$ cat src/rtl/sdiv_sequencer.sv
// Signed-division front end for an unsigned restoring divider core: operand screening,
// magnitude launch, sign correction. Define SDIV_SAT_EN to saturate the overflow quotient.
module sdiv_sequencer #(
  parameter int WIDTH   = 8,
  parameter int TIMEOUT = 31
) (
  input  logic             clk,
  input  logic             rst,
  input  logic             in_valid,
  output logic             in_ready,
  input  logic [WIDTH-1:0] in_dividend,
  input  logic [WIDTH-1:0] in_divisor,
  output logic             core_start,
  output logic [WIDTH-1:0] core_dividend,
  output logic [WIDTH-1:0] core_divisor,
  input  logic [WIDTH-1:0] core_quot,
  input  logic [WIDTH-1:0] core_rem,
  input  logic             core_done,
  output logic             out_valid,
  input  logic             out_ready,
  output logic [WIDTH-1:0] out_quot,
  output logic [WIDTH-1:0] out_rem,
  output logic             out_dbz,
  output logic             out_ovf,
  output logic             out_tmo,
  output logic             busy
);

  localparam int CW = $clog2(TIMEOUT + 1);
  localparam logic [CW-1:0]    TMO_LAST = CW'(TIMEOUT - 1);
  localparam logic [WIDTH-1:0] MIN_NEG  = {1'b1, {(WIDTH-1){1'b0}}};
`ifdef SDIV_SAT_EN
  localparam logic [WIDTH-1:0] MAX_POS  = {1'b0, {(WIDTH-1){1'b1}}};
`endif

  typedef enum logic [2:0] {S_IDLE, S_LAUNCH, S_WAIT, S_FIX, S_HOLD} state_t;

  state_t           state_q, state_d;
  logic [CW-1:0]    cnt_q, cnt_d;
  logic             sign_n_q, sign_n_d, sign_d_q, sign_d_d;
  logic [WIDTH-1:0] mag_n_q, mag_n_d, mag_d_q, mag_d_d;
  logic [WIDTH-1:0] raw_quot_q, raw_quot_d, raw_rem_q, raw_rem_d;
  logic [WIDTH-1:0] quot_q, quot_d, rem_q, rem_d;
  logic             dbz_q, dbz_d, ovf_q, ovf_d, tmo_q, tmo_d;
  logic             start_q, start_d, valid_q, valid_d;
  logic             ready_q, ready_d, busy_q, busy_d;
  logic             q_neg;
  logic [WIDTH-1:0] quot_signed;

  assign q_neg       = sign_n_q ^ sign_d_q;
  assign quot_signed = q_neg ? -raw_quot_q : raw_quot_q;

  always_comb begin
    state_d    = state_q;
    cnt_d      = cnt_q;
    sign_n_d   = sign_n_q;
    sign_d_d   = sign_d_q;
    mag_n_d    = mag_n_q;
    mag_d_d    = mag_d_q;
    raw_quot_d = raw_quot_q;
    raw_rem_d  = raw_rem_q;
    quot_d     = quot_q;
    rem_d      = rem_q;
    dbz_d      = dbz_q;
    ovf_d      = ovf_q;
    tmo_d      = tmo_q;
    start_d    = 1'b0;
    valid_d    = valid_q;
    ready_d    = ready_q;
    busy_d     = busy_q;
    case (state_q)
      S_IDLE: begin
        if (in_valid && ready_q) begin
          sign_n_d = in_dividend[WIDTH-1];
          sign_d_d = in_divisor[WIDTH-1];
          mag_n_d  = in_dividend[WIDTH-1] ? -in_dividend : in_dividend;
          mag_d_d  = in_divisor[WIDTH-1]  ? -in_divisor  : in_divisor;
          dbz_d    = 1'b0;
          ovf_d    = 1'b0;
          tmo_d    = 1'b0;
          ready_d  = 1'b0;
          busy_d   = 1'b1;
          if (in_divisor == '0) begin
            // The core is bypassed entirely; the dividend is returned as the remainder.
            state_d = S_HOLD;
            dbz_d   = 1'b1;
            quot_d  = '0;
            rem_d   = in_dividend;
            valid_d = 1'b1;
          end else begin
            state_d = S_LAUNCH;
            start_d = 1'b1;
          end
        end
      end
      S_LAUNCH: begin
        cnt_d   = '0;
        state_d = S_WAIT;
      end
      S_WAIT: begin
        cnt_d = cnt_q + CW'(1);
        if (core_done) begin
          raw_quot_d = core_quot;
          raw_rem_d  = core_rem;
          state_d    = S_FIX;
        end else if (cnt_q == TMO_LAST) begin
          tmo_d   = 1'b1;
          quot_d  = '0;
          rem_d   = '0;
          valid_d = 1'b1;
          state_d = S_HOLD;
        end
      end
      S_FIX: begin
        // Only MIN/-1 yields an unsigned quotient of 2^(W-1) with a positive sign.
        ovf_d = (raw_quot_q == MIN_NEG) && !q_neg;
`ifdef SDIV_SAT_EN
        quot_d = ovf_d ? MAX_POS : quot_signed;
`else
        quot_d = quot_signed;
`endif
        rem_d   = sign_n_q ? -raw_rem_q : raw_rem_q;
        valid_d = 1'b1;
        state_d = S_HOLD;
      end
      S_HOLD: begin
        if (out_ready) begin
          valid_d = 1'b0;
          ready_d = 1'b1;
          busy_d  = 1'b0;
          state_d = S_IDLE;
        end
      end
      default: state_d = S_IDLE;
    endcase
  end

  always_ff @(posedge clk or negedge rst) begin
    if (!rst) begin
      state_q    <= S_IDLE;
      cnt_q      <= '0;
      sign_n_q   <= 1'b0;
      sign_d_q   <= 1'b0;
      mag_n_q    <= '0;
      mag_d_q    <= '0;
      raw_quot_q <= '0;
      raw_rem_q  <= '0;
      quot_q     <= '0;
      rem_q      <= '0;
      dbz_q      <= 1'b0;
      ovf_q      <= 1'b0;
      tmo_q      <= 1'b0;
      start_q    <= 1'b0;
      valid_q    <= 1'b0;
      ready_q    <= 1'b1;
      busy_q     <= 1'b0;
    end else begin
      state_q    <= state_d;
      cnt_q      <= cnt_d;
      sign_n_q   <= sign_n_d;
      sign_d_q   <= sign_d_d;
      mag_n_q    <= mag_n_d;
      mag_d_q    <= mag_d_d;
      raw_quot_q <= raw_quot_d;
      raw_rem_q  <= raw_rem_d;
      quot_q     <= quot_d;
      rem_q      <= rem_d;
      dbz_q      <= dbz_d;
      ovf_q      <= ovf_d;
      tmo_q      <= tmo_d;
      start_q    <= start_d;
      valid_q    <= valid_d;
      ready_q    <= ready_d;
      busy_q     <= busy_d;
    end
  end

  assign in_ready      = ready_q;
  assign busy          = busy_q;
  assign core_start    = start_q;
  assign core_dividend = mag_n_q;
  assign core_divisor  = mag_d_q;
  assign out_valid     = valid_q;
  assign out_quot      = quot_q;
  assign out_rem       = rem_q;
  assign out_dbz       = dbz_q;
  assign out_ovf       = ovf_q;
  assign out_tmo       = tmo_q;

endmodule

$ cat config.mk
export PLATFORM = sky130hd
export DESIGN_NAME = sdiv_sequencer
export DESIGN_NICKNAME = d
export VERILOG_FILES = /design/src/rtl/sdiv_sequencer.sv
export SDC_FILE = /design/constraint.sdc
export NUM_CORES = 1
export LEC_CHECK = 0
export BUFFER_PORTS_ARGS = -buffer_cell sky130_fd_sc_hd__buf_2
export CAP_MARGIN = 20
export CORE_MARGIN = 4
export CORE_UTILIZATION = 35
export DETAILED_ROUTE_END_ITERATION = 12
export PLACE_DENSITY_LB_ADDON = 0.3
export SYNTH_ARGS = -nofsm -noshare
export SYNTH_HDL_FRONTEND = slang
export SYNTH_SLANG_ARGS = --single-unit
$ cat constraint.sdc
create_clock -name clk -period 2.2 [get_ports clk]
set_clock_uncertainty 0.1 [all_clocks]
set_input_delay 0.33 -clock clk [delete_from_list [all_inputs] [get_ports clk]]
set_output_delay 0.33 -clock clk [all_outputs]
set_load 0.05 [all_outputs]
==> results of run 1 <==
-- Yosys cell counts (5+ instances only) --
master and instances:
o41ai_1 5, a21oi_1 9, nand2b_1 8, xor2_1 13
ha_1 6, mux2i_1 7, mux2_4 5, inv_1 16
nand2_1 49, a22o_1 10, clkbuf_1 12, o21ai_0 34
xnor2_1 8, dfrtp_1 64, nor2_1 10, mux2_2 12
nor3_1 6
-- critical path: stages, from the launching register on --
cell and delay (ns):
dfrtp_1 0.41, inv_1 0.09, ha_1 0.14, nand4_1 0.15, a221oi_2 0.35, o211a_1 0.39, mux2_4 0.34
-- logic make-up (layout without fill, tap and decap cells) --
group,count (synthesis),count (layout),synth area share
buf+inv,31,125,0.0403
xor+xnor,21,21,0.0559
simple gates,96,96,0.140
compound gates,77,77,0.161
fa+ha+maj,6,6,0.0228
flops,65,65,0.495
mux,24,24,0.0852
-- routing by layer --
layer / vias to the layer above / track usage / wire length (microns)
li1: 1303 / - / -
met4: 2 / 0.0619 / 233
met1: 1228 / 0.196 / 3760
met3: 22 / 0.0500 / 461
met2: 71 / 0.219 / 3520
met5: - / 0 / 12
-- worst max-delay path by stage --
stage / end / slack [ns] / start
2_1_floorplan: out_rem[0] / 0.20 / in_divisor[3]
4_1_cts: out_rem[1] / 0.13 / cnt_q[0]
3_5_place_dp: out_rem[3] / -0.04 / in_divisor[3]
3_3_place_gp: out_rem[4] / -0.03 / in_divisor[3]
6_report: out_rem[1] / 0.12 / cnt_q[0]
5_1_grt: out_rem[3] / 0.02 / cnt_q[0]
-- power by group through the flow --
stage	sequential [mW]	combinational [mW]	clock (mW)
2_1_floorplan	3.06	1.51	0
3_3_place_gp	2.16	3.26	0
3_5_place_dp	2.16	3.33	0
4_1_cts	2.15	3.33	1.26
5_1_grt	2.22	3.59	1.32
6_report	2.15	3.31	1.23
-- layout make-up --
cell class	instances	area (sq um)	area share
Clock buffer	10	138	0.0334
Clock inverter	6	105	0.0255
Inverter	16	60.1	0.0146
Multi-Input combinational cell	224	1530	0.371
Sequential cell	65	1630	0.395
Tap cell	111	139	0.0337
Timing Repair Buffer	93	526	0.127
-- per-stage QoR --
| stage | total power, mW | cell area (sq um) |
|---|---|---|
| CTS | 6.74 | 4120 |
| global placement | 5.42 | 3870 |
| finish | 6.69 | 4120 |
| detailed placement | 5.49 | 3870 |
| floorplan | 4.56 | 3290 |
| global route | 7.13 | 4120 |
-- flip-flops by register name, summed over array words and instances (netlist names) --
register       count
core_dividend      8
core_divisor       8
out_quot           8
out_rem            8
raw_quot_q         8
raw_rem_q          8
cnt_q              5
state_q            3
busy               1
core_start         1
in_ready           1
out_dbz            1
out_ovf            1
out_tmo            1
out_valid          1
sign_d_q           1
sign_n_q           1
==> summary.md, run 1 <==
The placed wire-length estimate came out at 5990 microns. The number of buffers inserted by port buffering works out to 75. The final design utilization was 0.448; the tightest hold margin was 0.101 ns. The synthesized design contains 0 enable-type register cells. The static power due to leakage is 2.01 nW, and the synthesis-stage register bit count is 65. The run gives 0.321 as the sequential group share of total power.

Setup repair after global routing left no endpoint under its margin. The fraction of registers with async set/reset came out at 1.00. The relative contribution of combinational cells to total power is 0.495, and the maximum VDD drop is 0.657 mV. For this run, the top clock speed supported by timing is 481 MHz. The final critical delay including setup and external delays works out to 2.08 ns. The die height is 105 microns, and the routed length per placed instance is 15.2 microns.

The beginning of the worst register-to-register path is cnt_q[0]. Terminus of the critical flop-to-flop path: out_rem[1]. Largest net degree at the start of global routing: 66.

The share of final-layout standard cells stronger than drive strength 1 is 0.321. The critical path is of the reg -> reg type. Leaving out fill and tap cells, the most frequent cells in the layout are buf_2, dfrtp_1, nand2_1. In the synthesized netlist the dominant register cell turns out to be dfrtp_1. Counting tap cells, the placed design contains a total of 508 instances.

TritonCTS built the clock tree. In the synthesized netlist, the number of instances is 320. Dividing total power by cell area gives a power density of 1620 nW/um^2. For the number of core rows, the log shows 35.

0 antenna diodes ended up in the layout. The number of H-tree branching levels is 3. After the flow finishes, the layout carries non-filler instances totaling 525. The maximum clock path buffer count came out at 2. Cell internal power was estimated by the tool at 3.67 mW.

The worst setup path is launched from a register. The slack of the worst reg-to-reg path is 0.12 ns. The run gives 0.358 as the initial core utilization. Hold buffer count at cts: 1. Fill cells in the final layout number 888. The run gives 0.495 as the fraction of the yosys area taken by sequential cells. Startpoint of the most critical hold path: core_quot[1]. At the placement stage, the worst setup path has a slack of -0.0388 ns. The portion of the clock cycle consumed by the worst path in the final layout is 0.946, and the power share of the clock group is 0.185. The tools report the count of final setup violators as 0.

Portion of synthesized cell area occupied by the leading cell type: 0.487. In this run the worst path has a maximum fanout of 6. Once detail routing completed, the nets flagged for antenna violations numbered 0. The tools report the number of max-slew violations in the final report as 0. Wire length of the first global-routing pass: 12,900 microns. The synthesized design spends more area on one cell type than any other, namely dfrtp_1.

The routed layout has 2,626 vias. Clock-pin slew was measured on the worst setup and hold paths at 0.08 ns. The max-slew headroom at the worst pin is 0.654. The number of setup buffers added after CTS is 0. By area the synthesized netlist is led by dfrtp_1, nand2_1, o21ai_0.

Adding up every negative setup slack in the final design gives 0 ns. The run finished with clean final reports. The tools report the worst endpoint required time as 2.33 ns. The die covers 11,000 sq um. In this run the horizontal extent of the chip is 105 microns. After detailed routing, the number of vias per cell comes to 5.00. The number of gates resized after CTS was 0.

The area growth from synthesis to layout is 25.4%. The path with the worst hold slack has its endpoint at raw_quot_q[1]. The cell count of the worst hold path was 3; the net count of the mapped netlist was 363. The netlist area before placement came out at 3290 sq um. The tools report the nature of the critical path endpoint as a register. The Yosys step of the flow raised 0 warnings. The length in cells of the worst reg-to-reg path is 6. Total wire length: 7990 microns. At the end of routability-driven placement, the weighted congestion stood at 0.863.

In the routed design, unresolved DRC markers number 0. The average footprint of a synthesized cell is 10.3 sq um, and the total clock buffers created by CTS is 9. After layout, the worst setup slack is 0.119 ns.

76 I/O pins were placed. The region available for standard cell placement spans 9200 sq um. The signal arrival time at the worst endpoint was 2.21 ns.

Cell chosen for the clock root: clkbuf_8. Leaving out fill and tap cells, the most frequent cell in the layout is buf_2. The worst-margin pin slew works out to 0.514 ns. The tool flagged a number of max-cap violations equal to 0. For this block, the initial DRC count from the detailed router was 90.

The first detailed-routing pass ran for 4 iterations. The clock latency at the later pin of the worst-skew pair was 0.34 ns. The initial antenna violation count was 1; the number of clock sinks was 65. For the number of global-route vias before repair, the log shows 2,610. The tools report the post-layout net count as 452. The total count of hold-check failures in the final report is 0, and the global-route usage over all layers is 0.147. The path class of the tightest hold or removal check is in -> reg. Number of unique standard cell types used by synthesis: 43. The total overflow reported by the global router is 0. Switching share of power: 0.451. In this run the power spent charging and discharging nets is 3.02 mW.
No activity file was read; power rests on OpenSTA's default activity.
==> inputs of run 2 (changes only) <==
CORE_UTILIZATION = 54   (was 35)
CTS_CLUSTER_SIZE = 30   (was unset)
==> run 2 against run 1 <==
Routed wire length down 5.7%. Total power up 0.95%. Sequential power about the same. Utilization up 24 points. Non-clock buffer count down 2. Sequential share of layout area up 0.24 points. Die area down 33%. Global-route usage up 7.0 points. Via count up 1.9%. Combinational power about the same. Count of clock-buffer cells in the layout unchanged. Critical path depth up 1. Critical path type unchanged.
==> summary.md, run 2 (synthesized netlist as in run 1, its figures left out) <==
The run finished with clean final reports. The number of buffers inserted by port buffering is 75 (unchanged), and the maximum fanout along the worst path is 9 (was 6). The portion of the clock cycle consumed by the worst path in the final layout was 0.926 (was 0.946); the maximum VDD drop was 0.890 mV (was 0.657 mV). The area inside the core boundary is 5920 sq um (was 9200 sq um), and the count of unresolved DRC violations after routing is 0 (unchanged). The power density of the placed cells works out to 1650 nW/um^2 (was 1620 nW/um^2). The delay of the slowest cell on the worst path was 0.42 ns (was 0.41 ns).

The final critical delay including setup and external delays is 2.04 ns (was 2.08 ns), and the number of max-slew violations in the final report is 0 (unchanged). The die height is 86.0 microns (was 105 microns). The run gives 0.16 ns (was 0.12 ns) as the slack of the worst reg-to-reg path. The tools report the largest net degree at the start of global routing as 66 (unchanged).

For the total clock buffers created by CTS, the log shows 9 (unchanged). The accumulated negative setup slack came out at 0 ns (unchanged). The launching element type of the critical path is a register (unchanged).

The most common cell after layout, fill and taps aside was buf_2 (unchanged). The run gives 2.17 ns (was 2.21 ns) as the signal arrival time at the worst endpoint. The overall die width is 86.0 microns (was 105 microns). The wire length of the first global-routing pass came out at 12,500 microns (was 12,900 microns). The tools report the number of maximum-capacitance violations as 0 (unchanged). The tools report the number of global-route vias before repair as 2,573 (was 2,610).

Worst-margin pin slew: 0.547 ns (was 0.514 ns). Type of the worst min-delay path: in -> reg (unchanged). The clock-pin slew on the worst setup and hold paths was 0.07 ns (was 0.08 ns).

Cell-by-cell listing of the critical path: inv_1, ha_1, nand4_1, a221oi_2, o211a_1, buf_12, mux2_4 (was inv_1, ha_1, nand4_1, a221oi_2, o211a_1, mux2_4). The routed length per placed instance works out to 15.5 microns (was 15.2 microns). The number of standard cells in the final layout excluding fillers is 487 (was 525). The tools report the cell total after placement as 470 (was 508). The number of vias per cell after detailed routing is 5.50 (was 5.00), and the number of diodes added for antenna fixing is 0 (unchanged). The length in cells of the worst reg-to-reg path was 7 (was 6); the count of final setup violators was 0 (unchanged). For the worst endpoint required time, the log shows 2.33 ns (about the same). The terminating pin of the worst hold path was core_dividend[7] (was raw_quot_q[1]). The number of core rows was 28 (was 35); the initial core utilization was 0.555 (was 0.358).

The beginning of the worst register-to-register path was cnt_q[0] (unchanged). The tools report the terminus of the critical flop-to-flop path as out_rem[0] (was out_rem[1]). For the final RePlAce weighted congestion, the log shows 0.881 (was 0.863). The total count of hold-check failures in the final report is 0 (unchanged), and the initial antenna violation count is 0 (was 1).

The I/O pin count is 76 (unchanged). The run gives 65 (unchanged) as the number of clock sinks. Startpoint of the most critical hold path: in_dividend[6] (was core_quot[1]). For the clock latency at the later pin of the worst-skew pair, the log shows 0.35 ns (was 0.34 ns).

Most frequent cells in the layout: buf_2, dfrtp_1, nand2_1 (unchanged). The share of final-layout standard cells stronger than drive strength 1 was 0.318 (was 0.321); the final design utilization was 0.692 (was 0.448). The run gives 7400 sq um (was 11,000 sq um) as the die area. The run gives 0 (unchanged) as the number of gates resized after CTS. Setup repair after global routing left no endpoint under its margin. TritonCTS built the clock tree. The post-detailed-route count of antenna-violating nets was 0 (unchanged); the layout overhead on the synthesized area was 24.6% (was 25.4%). The number of vias in the routed layout was 2,677 (was 2,626).

The total overflow reported by the global router was 0 (unchanged). The startpoint-to-endpoint class of the critical path was reg -> reg (unchanged). Total wire length: 7540 microns (was 7990 microns). The highest-delay cell along the critical path was dfrtp_1 (unchanged).

The maximum clock path buffer count is 2 (unchanged). The cell count of the worst hold path is 2 (was 3), and the tightest hold margin is 0.0822 ns (was 0.101 ns). The nature of the critical path endpoint is a register (unchanged). The max-slew headroom at the worst pin is 0.632 (was 0.654). The static power due to leakage was 2.01 nW (about the same). Length of the first detailed-routing pass in iterations: 4 (unchanged).

Global-route usage over all layers: 0.218 (was 0.147). The count of routing violations after the opening detailed-route iteration was 169 (was 90); the post-layout net count was 450 (was 452). The fmax is 491 MHz (was 481 MHz).

The placed wire-length estimate is 5580 microns (was 5990 microns). The tools report the startpoint of the worst setup timing path as cnt_q[0] (unchanged). The cell chosen for the clock root was clkbuf_8 (unchanged).

The number of H-tree branching levels is 3 (unchanged).
-- run 2: changes by cell type in the layout (fill, tap and decap cells not counted), sizes merged --
cell,change
buf,-2
clkinvlp,+1
clkinv,-1
-- run 2: critical path: cells and delay by family, from the launching register on --
family,cells,cell delay [ns]
AND/OR/NAND/NOR,1,0.15
multiplexers,1,0.30
AO/OA/AOI/OAI,2,0.59
adder cells (fa/ha/maj),1,0.14
buffers and inverters,2,0.23
flip-flops,1,0.42
-- run 2: stage by stage --
stage	instance area, sq um	worst slack (ns)	total power [mW]
3_3_place_gp	3830	0.0740	5.39
6_report	4100	0.162	6.75
4_1_cts	4100	0.156	6.78
2_1_floorplan	3290	0.200	4.56
3_5_place_dp	3830	0.0487	5.51
5_1_grt	4100	0.0578	7.18
-- run 2: metal layers --
metal / share of wire / up-vias / GRT usage
met3: 0.051 / 16 / 0.0394
met5: 0 / - / 0
met1: 0.43 / 1279 / 0.287
met4: 0.021 / 0 / 0.0906
met2: 0.49 / 76 / 0.354
li1: - / 1306 / -
-- run 2: area by class of cell --
type,instances,area (sq um)
Fill cell,446,1820
Inverter,16,60.1
Clock buffer,10,138
Clock inverter,6,115
Multi-Input combinational cell,224,1530
Timing Repair Buffer,91,536
Sequential cell,65,1630
Tap cell,75,93.8
-- run 2: timing repair --
item / 4_1_cts / 5_1_grt
buffers inserted: 0 / 0
hold buffers: 1 / 0
hold endpoints to repair: 64 / 0
setup endpoints to repair: 0 / 0
-- run 2: how the worst max path moves through the flow --
stage                  end  slack, ns  depth (start not counted)
6_report        out_rem[0]       0.16                          7
5_1_grt        out_quot[6]       0.06                          7
4_1_cts         out_rem[0]       0.16                          7
3_5_place_dp    out_rem[1]       0.05                          6
3_3_place_gp    out_rem[3]       0.07                          6
2_1_floorplan   out_rem[0]       0.20                          5
-- run 2: power by group --
part           switching, mW  total, mW  internal [mW]
Clock                  0.490       1.28          0.787
Sequential             0.436       2.15           1.71
Combinational           2.13       3.33           1.20
